$ cat src/rtl/board_io_ctrl.sv
// board_io_ctrl: Avalon-MM board I/O controller.
// Drives NUM_LEDS LEDs, each off, on, blinking or PWM-dimmed. Conditions NUM_KEYS
// active-low push-buttons with a synchroniser, a debouncer, press-edge capture and a
// maskable level interrupt.
// Optional feature macro: BOARD_IO_PWM_EN. When it is undefined, the PWM counter and the
// duty register are not built, mode 11 lights the LED steadily, and address 4 reads 0.
// Ports:
//   clk            system clock
//   reset          synchronous, active-high
//   avs_address    word address (0 KEY_STATE, 1 KEY_EDGE, 2 KEY_MASK, 3 LED_MODE,
//                  4 PWM_DUTY, 5 BLINK_PERIOD)
//   avs_read       read strobe; avs_readdata is valid one cycle later
//   avs_write      write strobe
//   avs_writedata  write data
//   avs_readdata   registered read data, holds its value while avs_read is low
//   irq            registered level interrupt, |(KEY_EDGE & KEY_MASK)
//   key_n          raw buttons, low = pressed, asynchronous
//   led            registered LED drive, high = lit
module board_io_ctrl #(
   parameter int unsigned NUM_LEDS        = 4,
   parameter int unsigned NUM_KEYS        = 2,
   parameter int unsigned DEBOUNCE_CYCLES = 2000000,
   parameter int unsigned PWM_BITS        = 8,
   parameter int unsigned BLINK_DIV_BITS  = 24
) (
   input  logic                clk,
   input  logic                reset,
   input  logic [2:0]          avs_address,
   input  logic                avs_read,
   input  logic                avs_write,
   input  logic [31:0]         avs_writedata,
   output logic [31:0]         avs_readdata,
   output logic                irq,
   input  logic [NUM_KEYS-1:0] key_n,
   output logic [NUM_LEDS-1:0] led
);

   localparam int unsigned CntW = (DEBOUNCE_CYCLES > 1) ? $clog2(DEBOUNCE_CYCLES) : 1;
   localparam logic [CntW-1:0] CntMax = CntW'(DEBOUNCE_CYCLES - 1);

   logic [NUM_KEYS-1:0]       sync1_q, sync2_q;
   logic [NUM_KEYS-1:0]       state_q, state_d;
   logic [NUM_KEYS-1:0]       key_edge_q, key_edge_d;
   logic [NUM_KEYS-1:0]       mask_q, mask_d;
   logic [NUM_KEYS-1:0]       press, edge_clr;
   logic [CntW-1:0]           cnt_q [NUM_KEYS];
   logic [CntW-1:0]           cnt_d [NUM_KEYS];
   logic [2*NUM_LEDS-1:0]     mode_q, mode_d;
   logic [BLINK_DIV_BITS-1:0] period_q, period_d;
   logic [BLINK_DIV_BITS-1:0] blink_cnt_q, blink_cnt_d;
   logic                      phase_q, phase_d;
   logic [NUM_LEDS-1:0]       led_q, led_d;
   logic                      irq_q, irq_d;
   logic [31:0]               rdata_q, rdata_d;
   logic                      pwm_lit;
   logic                      unused_wdata;

   // Keeps the unused upper write-data bits from being flagged.
   assign unused_wdata = ^avs_writedata;

`ifdef BOARD_IO_PWM_EN
   localparam logic [PWM_BITS-1:0] DutyRst = PWM_BITS'(1) << (PWM_BITS - 1);
   logic [PWM_BITS-1:0] pwm_cnt_q, duty_q, duty_d;

   always_comb begin
      duty_d = duty_q;
      if (avs_write && avs_address == 3'd4) duty_d = avs_writedata[PWM_BITS-1:0];
   end

   assign pwm_lit = (pwm_cnt_q < duty_q);

   always_ff @(posedge clk) begin
      if (reset) begin
         pwm_cnt_q <= '0;
         duty_q    <= DutyRst;
      end else begin
         pwm_cnt_q <= pwm_cnt_q + 1'b1;
         duty_q    <= duty_d;
      end
   end
`else
   assign pwm_lit = 1'b1;
`endif

   // Debounce: count while the synchronised level disagrees with the accepted state;
   // flip once it has disagreed for DEBOUNCE_CYCLES consecutive cycles.
   always_comb begin
      state_d = state_q;
      press   = '0;
      for (int i = 0; i < NUM_KEYS; i++) begin
         cnt_d[i] = '0;
         if (~sync2_q[i] != state_q[i]) begin
            if (cnt_q[i] == CntMax) begin
               state_d[i] = ~state_q[i];
               press[i]   = ~state_q[i];
            end else begin
               cnt_d[i] = cnt_q[i] + 1'b1;
            end
         end
      end
   end

   always_comb begin
      edge_clr = '0;
      mask_d   = mask_q;
      mode_d   = mode_q;
      period_d = period_q;
      if (avs_write) begin
         case (avs_address)
            3'd1:    edge_clr = avs_writedata[NUM_KEYS-1:0];
            3'd2:    mask_d   = avs_writedata[NUM_KEYS-1:0];
            3'd3:    mode_d   = avs_writedata[2*NUM_LEDS-1:0];
            3'd5:    period_d = avs_writedata[BLINK_DIV_BITS-1:0];
            default: ;
         endcase
      end
      // A new press in the same cycle as its clear wins.
      key_edge_d = (key_edge_q & ~edge_clr) | press;
      irq_d      = |(key_edge_q & mask_q);
   end

   always_comb begin
      blink_cnt_d = blink_cnt_q + 1'b1;
      phase_d     = phase_q;
      if (blink_cnt_q >= period_q) begin
         blink_cnt_d = '0;
         phase_d     = ~phase_q;
      end
   end

   always_comb begin
      led_d = '0;
      for (int i = 0; i < NUM_LEDS; i++) begin
         unique case (mode_q[2*i +: 2])
            2'b00: led_d[i] = 1'b0;
            2'b01: led_d[i] = 1'b1;
            2'b10: led_d[i] = phase_q;
            2'b11: led_d[i] = pwm_lit;
         endcase
      end
   end

   always_comb begin
      rdata_d = '0;
      case (avs_address)
         3'd0:    rdata_d[NUM_KEYS-1:0]       = state_q;
         3'd1:    rdata_d[NUM_KEYS-1:0]       = key_edge_q;
         3'd2:    rdata_d[NUM_KEYS-1:0]       = mask_q;
         3'd3:    rdata_d[2*NUM_LEDS-1:0]     = mode_q;
`ifdef BOARD_IO_PWM_EN
         3'd4:    rdata_d[PWM_BITS-1:0]       = duty_q;
`endif
         3'd5:    rdata_d[BLINK_DIV_BITS-1:0] = period_q;
         default: ;
      endcase
      if (!avs_read) rdata_d = rdata_q;
   end

   always_ff @(posedge clk) begin
      if (reset) begin
         sync1_q     <= '1;
         sync2_q     <= '1;
         state_q     <= '0;
         key_edge_q  <= '0;
         mask_q      <= '0;
         for (int i = 0; i < NUM_KEYS; i++) cnt_q[i] <= '0;
         mode_q      <= '0;
         period_q    <= '1;
         blink_cnt_q <= '0;
         phase_q     <= 1'b0;
         led_q       <= '0;
         irq_q       <= 1'b0;
         rdata_q     <= '0;
      end else begin
         sync1_q     <= key_n;
         sync2_q     <= sync1_q;
         state_q     <= state_d;
         key_edge_q  <= key_edge_d;
         mask_q      <= mask_d;
         for (int i = 0; i < NUM_KEYS; i++) cnt_q[i] <= cnt_d[i];
         mode_q      <= mode_d;
         period_q    <= period_d;
         blink_cnt_q <= blink_cnt_d;
         phase_q     <= phase_d;
         led_q       <= led_d;
         irq_q       <= irq_d;
         rdata_q     <= rdata_d;
      end
   end

   assign avs_readdata = rdata_q;
   assign irq          = irq_q;
   assign led          = led_q;

endmodule

$ cat config.mk
export PLATFORM = sky130hd
export DESIGN_NAME = board_io_ctrl
export DESIGN_NICKNAME = d
export VERILOG_FILES = /design/src/rtl/board_io_ctrl.sv
export SDC_FILE = /design/constraint.sdc
export NUM_CORES = 1
export LEC_CHECK = 0
export ABC_AREA = 1
export ABC_CLOCK_PERIOD_IN_PS = 2450
export CORE_ASPECT_RATIO = 0.9
export CORE_UTILIZATION = 61
export CTS_CLUSTER_DIAMETER = 50
export CTS_CLUSTER_SIZE = 12
export DETAILED_ROUTE_END_ITERATION = 16
export GPL_TIMING_DRIVEN = 0
export HOLD_SLACK_MARGIN = 0.06
export PLACE_DENSITY = 0.95
export SETUP_SLACK_MARGIN = 0.5
export SYNTH_ARGS = -nofsm -noshare
export SYNTH_HDL_FRONTEND = slang
export SYNTH_SLANG_ARGS = --single-unit
$ cat constraint.sdc
create_clock -name clk -period 2.45 [get_ports clk]
set_input_delay 0.245 -clock clk [delete_from_list [all_inputs] [get_ports clk]]
set_output_delay 0.245 -clock clk [all_outputs]
set_load 0.005 [all_outputs]
# == After elaboration in Yosys (flattened, before gate mapping) ==
# Memory sizes are Yosys's and may differ from the RTL's.
# Cells that the tools add are included.
# op_classes
n_reduce_logical,16
muxes,22
order_cmp,1
n_eq_ne,20
bitwise_logic,11
addsub,3
# ops
op,count
21-bit two-way mux,6
21-bit by 1-bit adder with 21-bit output (second input constant),2
21-bit == test (second input constant),2
24-bit by 1-bit adder with 24-bit output (second input constant),1
24-bit >= comparator,1
2-bit == test (second input constant),8
16-bit two-way mux,1
1-bit case mux with 3 select lines,4
6-bit case mux with 2 select lines,1
2-bit OR reduction,6
2-bit case mux with 5 select lines,1
2-bit AND reduction,5
2-bit by 1-bit == test with 1-bit output (second input constant),4
2-bit logical NOT,4
1-bit two-way mux,7
3-bit by 2-bit == test with 1-bit output (second input constant),2
1-bit inverter,5
2-bit bitwise AND,2
2-bit two-way mux,2
3-bit by 1-bit == test with 1-bit output (second input constant),1
3-bit == test (second input constant),1
3-bit logical NOT,1
1-bit != test,2
2-bit inverter,1
other kinds (2),3
# word_totals
ff_bits,96
mem_count,1
word_cells,87
out_inout_bits,37
in_bits,41
mem_bits_rw,42
# memory_table
memory,depth,word_bits,rd,rd_ports_with_merged_regs,wr,line,rtl
cnt_q,2,21,2,0,2,46,logic [CntW-1:0] cnt_q [NUM_KEYS];

# == Depth between registers and ports, before layout ==
# logic_depth
depth_word,6
ltp_mapped,12
mapped_depth_nobuf,12

# == Worst setup path before layout ==
# Ideal clock, no wire load.
# synth_timing
path_type,register to register
startpoint,register period_q[23]
endpoint,register blink_cnt_q[10]
arrival_time_ns,1.444
setup_time_ns,0.116
period_less_slack_ns,1.560
n_path_buf,1
stages_incl_launch_ff,11
t_required_ns,2.334
setup_slack_ns,0.890
cell_sequence,dfxtp_1 > inv_1 > ha_1 > nand2_1 > nor2_1 > nand3_1 > nor2_1 > nand2_1 > nand3_2 > buf_2 > nor2_1
# synth_between
elab_chain_len,2
# synth_lines
element,line,rtl
"start, declared",49,"logic [BLINK_DIV_BITS-1:0] period_q, period_d;"
"start signal, assigned",182,period_q <= period_d;
24-bit >= comparator,125,if (blink_cnt_q >= period_q) begin
2-bit OR reduction (no source line),--,
"end signal, assigned",183,blink_cnt_q <= blink_cnt_d;
"end, declared",50,"logic [BLINK_DIV_BITS-1:0] blink_cnt_q, blink_cnt_d;"
# No other way between the ends.
# A chain may end at the register's enable or synchronous reset.

# == Worst setup path in the final report ==
# layout_timing
startpoint,register period_q[15]
endpoint,register blink_cnt_q[0]
# Same word-level chain as after synthesis.

==> flow_summary.json <==
{
  "synth_area_per_cell_sq_um": 7.56,
  "area_growth_syn_to_layout_pct": 22.3,
  "htreeDepth": 4,
  "layout.core_utilization": 0.762,
  "drv_slew": 0,
  "drt_drc_violations_left": 0,
  "timing.final.crit_period_ns": 1.99,
  "replace_congestion": 0.909,
  "insertedDiodeCount": 0,
  "detailed_place.area_sq_mm": 0.00753,
  "synth_simple_gate_area_frac": 0.273,
  "dr_wl_met3_mm": 1.34,
  "max_cap_viol_count": 0,
  "yosys-mux-area-fraction": 0,
  "synthesis_stage_register_bit_count": 138,
  "first_pass_iters": 7,
  "cell_leakage_power_uw": 0.00335,
  "hold_violations": 0,
  "clkSinkCount": 138,
  "chipWidth_microns": 113,
  "synthDominantAreaCellType": "dfxtp_1",
  "dominantRegCellSynth": "dfxtp_1",
  "cts_tree": "built",
  "io-pin-count": 78,
  "top_count_cell_post_synth": "nand2_1",
  "ant_nets": 0,
  "cts_hold_buffers": 0,
  "finalSetupTns_ns": 0,
  "routedWlPerCell_microns": 16.4,
  "via_count": 6488,
  "yosysSeqAreaShare": 0.410,
  "worst_skew_pair.late_latency_ns": 0.44,
  "timing.critical_path.arrival_ns": 2.31,
  "post-synth-top-area-fraction": 0.410,
  "synthXorXnorAreaFrac": 0.0364,
  "coreArea_sq_mm": 0.0108,
  "synthArstFlopShare": 0,
  "detail_route.iter0.violations": 773,
  "largest_vdd_supply_drop_uv": 484,
  "final.fill_count": 678,
  "final_layout_size_suffix_gt1_frac": 0.139,
  "synth-adder-area-share": 0.0501,
  "max_freq_ghz": 0.503,
  "cts_buffers": 17,
  "synth_top_family_by_area": "simple AND/OR/NAND/NOR gates",
  "clk_transition_reported_paths_ns": 0.07,
  "detailedPlacementHpwl_mm": 11.6,
  "timing.max_slew.rel_slack": 0.643,
  "grt_remaining_overflow": 0,
  "setup_viol_count_final": 0,
  "core.rowCount": 36,
  "die_outline_area_sq_mm": 0.0115,
  "final.setup.worst_slack_ns": 0.460,
  "clock_skew_ns": 0.0124,
  "power_density_mw_per_mm2": 640,
  "timing.critical_path.fanout_max": 7,
  "grt_use_total": 0.309,
  "grt_pass1_vias": 5952,
  "finalHoldWorstSlack_ns": 0.270,
  "antenna_found_initial": 0,
  "status": "completed",
  "worst_slew_pin_slew_ns": 0.535,
  "critical_path_required_ns": 2.77,
  "min_period_over_period": 0.812,
  "highest_layer": "met4",
  "count_of_flip_flops_with_a_built_in_enable_after_synthesis": 0,
  "grt_start_max_net_pins": 17,
  "via_per_inst": 5.76,
  "combined_area_of_the_multi_input_logic_cells_sq_mm": 0.00343,
  "layout.nets": 1048,
  "cells_taking_the_most_area_after_synthesis": "dfxtp_1 (41%), nand2_1 (8.7%), a21oi_1 (6.0%)",
  "initial_utilization": 0.623,
  "placement.io_buffers": 60,
  "pre_cts_ws_ns": 0.537,
  "cp-start-kind": "flip-flop",
  "setup.worst_path.end_class": "flip-flop",
  "die_height_microns": 102,
  "wl_mm": 18.5,
  "syn_inst": 891,
  "cts_max_path_buffers": 2,
  "detailroute.wirelength.met2_mm": 9.11,
  "unrepaired_setup_endpoints_after_global_routing": "no",
  "wire_length_on_met1_mm": 7.31,
  "synth-compound-area-share": 0.136,
  "grt_pass1_wl_mm": 27.7,
  "path_class": "flip-flop to flip-flop",
  "post_synth_num_cell_types": 42,
  "yosys_warnings": 0,
  "seqCellArea_sq_mm": 0.00277,
  "syn-cell-area_sq_mm": 0.00674,
  "synth_common_cells": "nand2_1 (157), dfxtp_1 (138), inv_1 (107), nor2_1 (94), a21oi_1 (81)",
  "min-delay-path-class": "input pin to flip-flop",
  "library_cell_used_as_clock_root_buffer": "clkbuf_16",
  "stdcell_area_sq_mm": 0.00824
}
==> path summary, 6_finish.rpt <==
path                                   start               end  slack, ns  depth (start not counted)
worst max-delay path            period_q[15]    blink_cnt_q[0]       0.46                         10
worst min-delay path                avs_read  avs_readdata[16]       0.27                          3
worst max register to register  period_q[15]    blink_cnt_q[0]       0.46                         10
worst min register to register    sync1_q[1]        sync2_q[1]       0.42                          1
==> kinds of logic (layout without fill, tap and decap cells) <==
kind of cell,after synthesis,after routing
compound gates,169,169
xor+xnor,28,28
other cells,1,8
simple gates,379,379
buf+inv,149,244
fa+ha+maj,27,27
flops,138,138
==> report_power, final <==
part / total, uW / internal (uW) / switching (uW) / leakage, uW
clock network: 2610 / 1560 / 1050 / 0.000278
logic: 335 / 158 / 177 / 0.00195
registers: 2330 / 2300 / 32.4 / 0.00112
==> critical path: stages, from the launching register on <==
cell and delay, ns:
dfxtp_1 0.35, inv_1 0.07, ha_1 0.32, nand2_2 0.09, nor2_4 0.17, nand4_1 0.10, nor2_1 0.24, nand2_2 0.15
nand3_4 0.17, clkbuf_16 0.18, nor2_1 0.04
==> layout make-up <==
class	count	area share
Clock buffer	19	0.0550
Multi-Input combinational cell	611	0.416
Tap cell	133	0.0202
Clock inverter	13	0.0173
Timing Repair Buffer	63	0.0777
Inverter	118	0.0538
Buffer	31	0.0243
Sequential cell	138	0.336
==> per-stage QoR <==
stage	std cells	total power (uW)
6_report	1126	5270
5_1_grt	1126	5380
3_3_place_gp	1091	2670
2_1_floorplan	898	2520
3_5_place_dp	1091	2680
4_1_cts	1123	5230
==> flip-flops by register name, indices dropped and copies added (netlist names) <==
register / count
cnt_q: 42
avs_readdata: 24
blink_cnt_q: 24
period_q: 24
mode_q: 8
led: 4
key_edge_q: 2
mask_q: 2
state_q: 2
sync1_q: 2
sync2_q: 2
irq: 1
phase_q: 1
==> cell usage in the layout (no fill, tap or decap), types with 5 or more instances in the layout <==
cell type and instances:
nand2_1 152, dfxtp_1 135, inv_1 107, nor2_1 92
a21oi_1 80, o21ai_0 62, clkdlybuf4s50_1 60, nand3_1 27
ha_1 26, xor2_1 22, nand4_1 18, clkbuf_16 18
nand2_2 17, nor3_1 17, buf_4 12, clkbuf_1 12
inv_2 11, nor2_2 10, nor2_4 9, nor3_2 9
o221ai_1 8, conb_1 8, a21oi_2 7, xnor2_1 6
or2_2 5, clkinvlp_4 5
==> what timing repair did <==
| item | 4_1_cts | 5_1_grt |
|---|---|---|
| setup endpoints to repair | 11 | 20 |
| pin swaps | 0 | 3 |
| resized for setup | 2 | 17 |
| buffers inserted | 0 | 2 |
| cloned | 0 | 1 |
==> metal layers <==
layer,vias up,global-route usage
met2,326,0.543
met5,-,0
met3,76,0.0604
met1,3024,0.361
li1,3062,-
met4,0,0.166
Note: power is estimated with default switching activity, not from simulation.
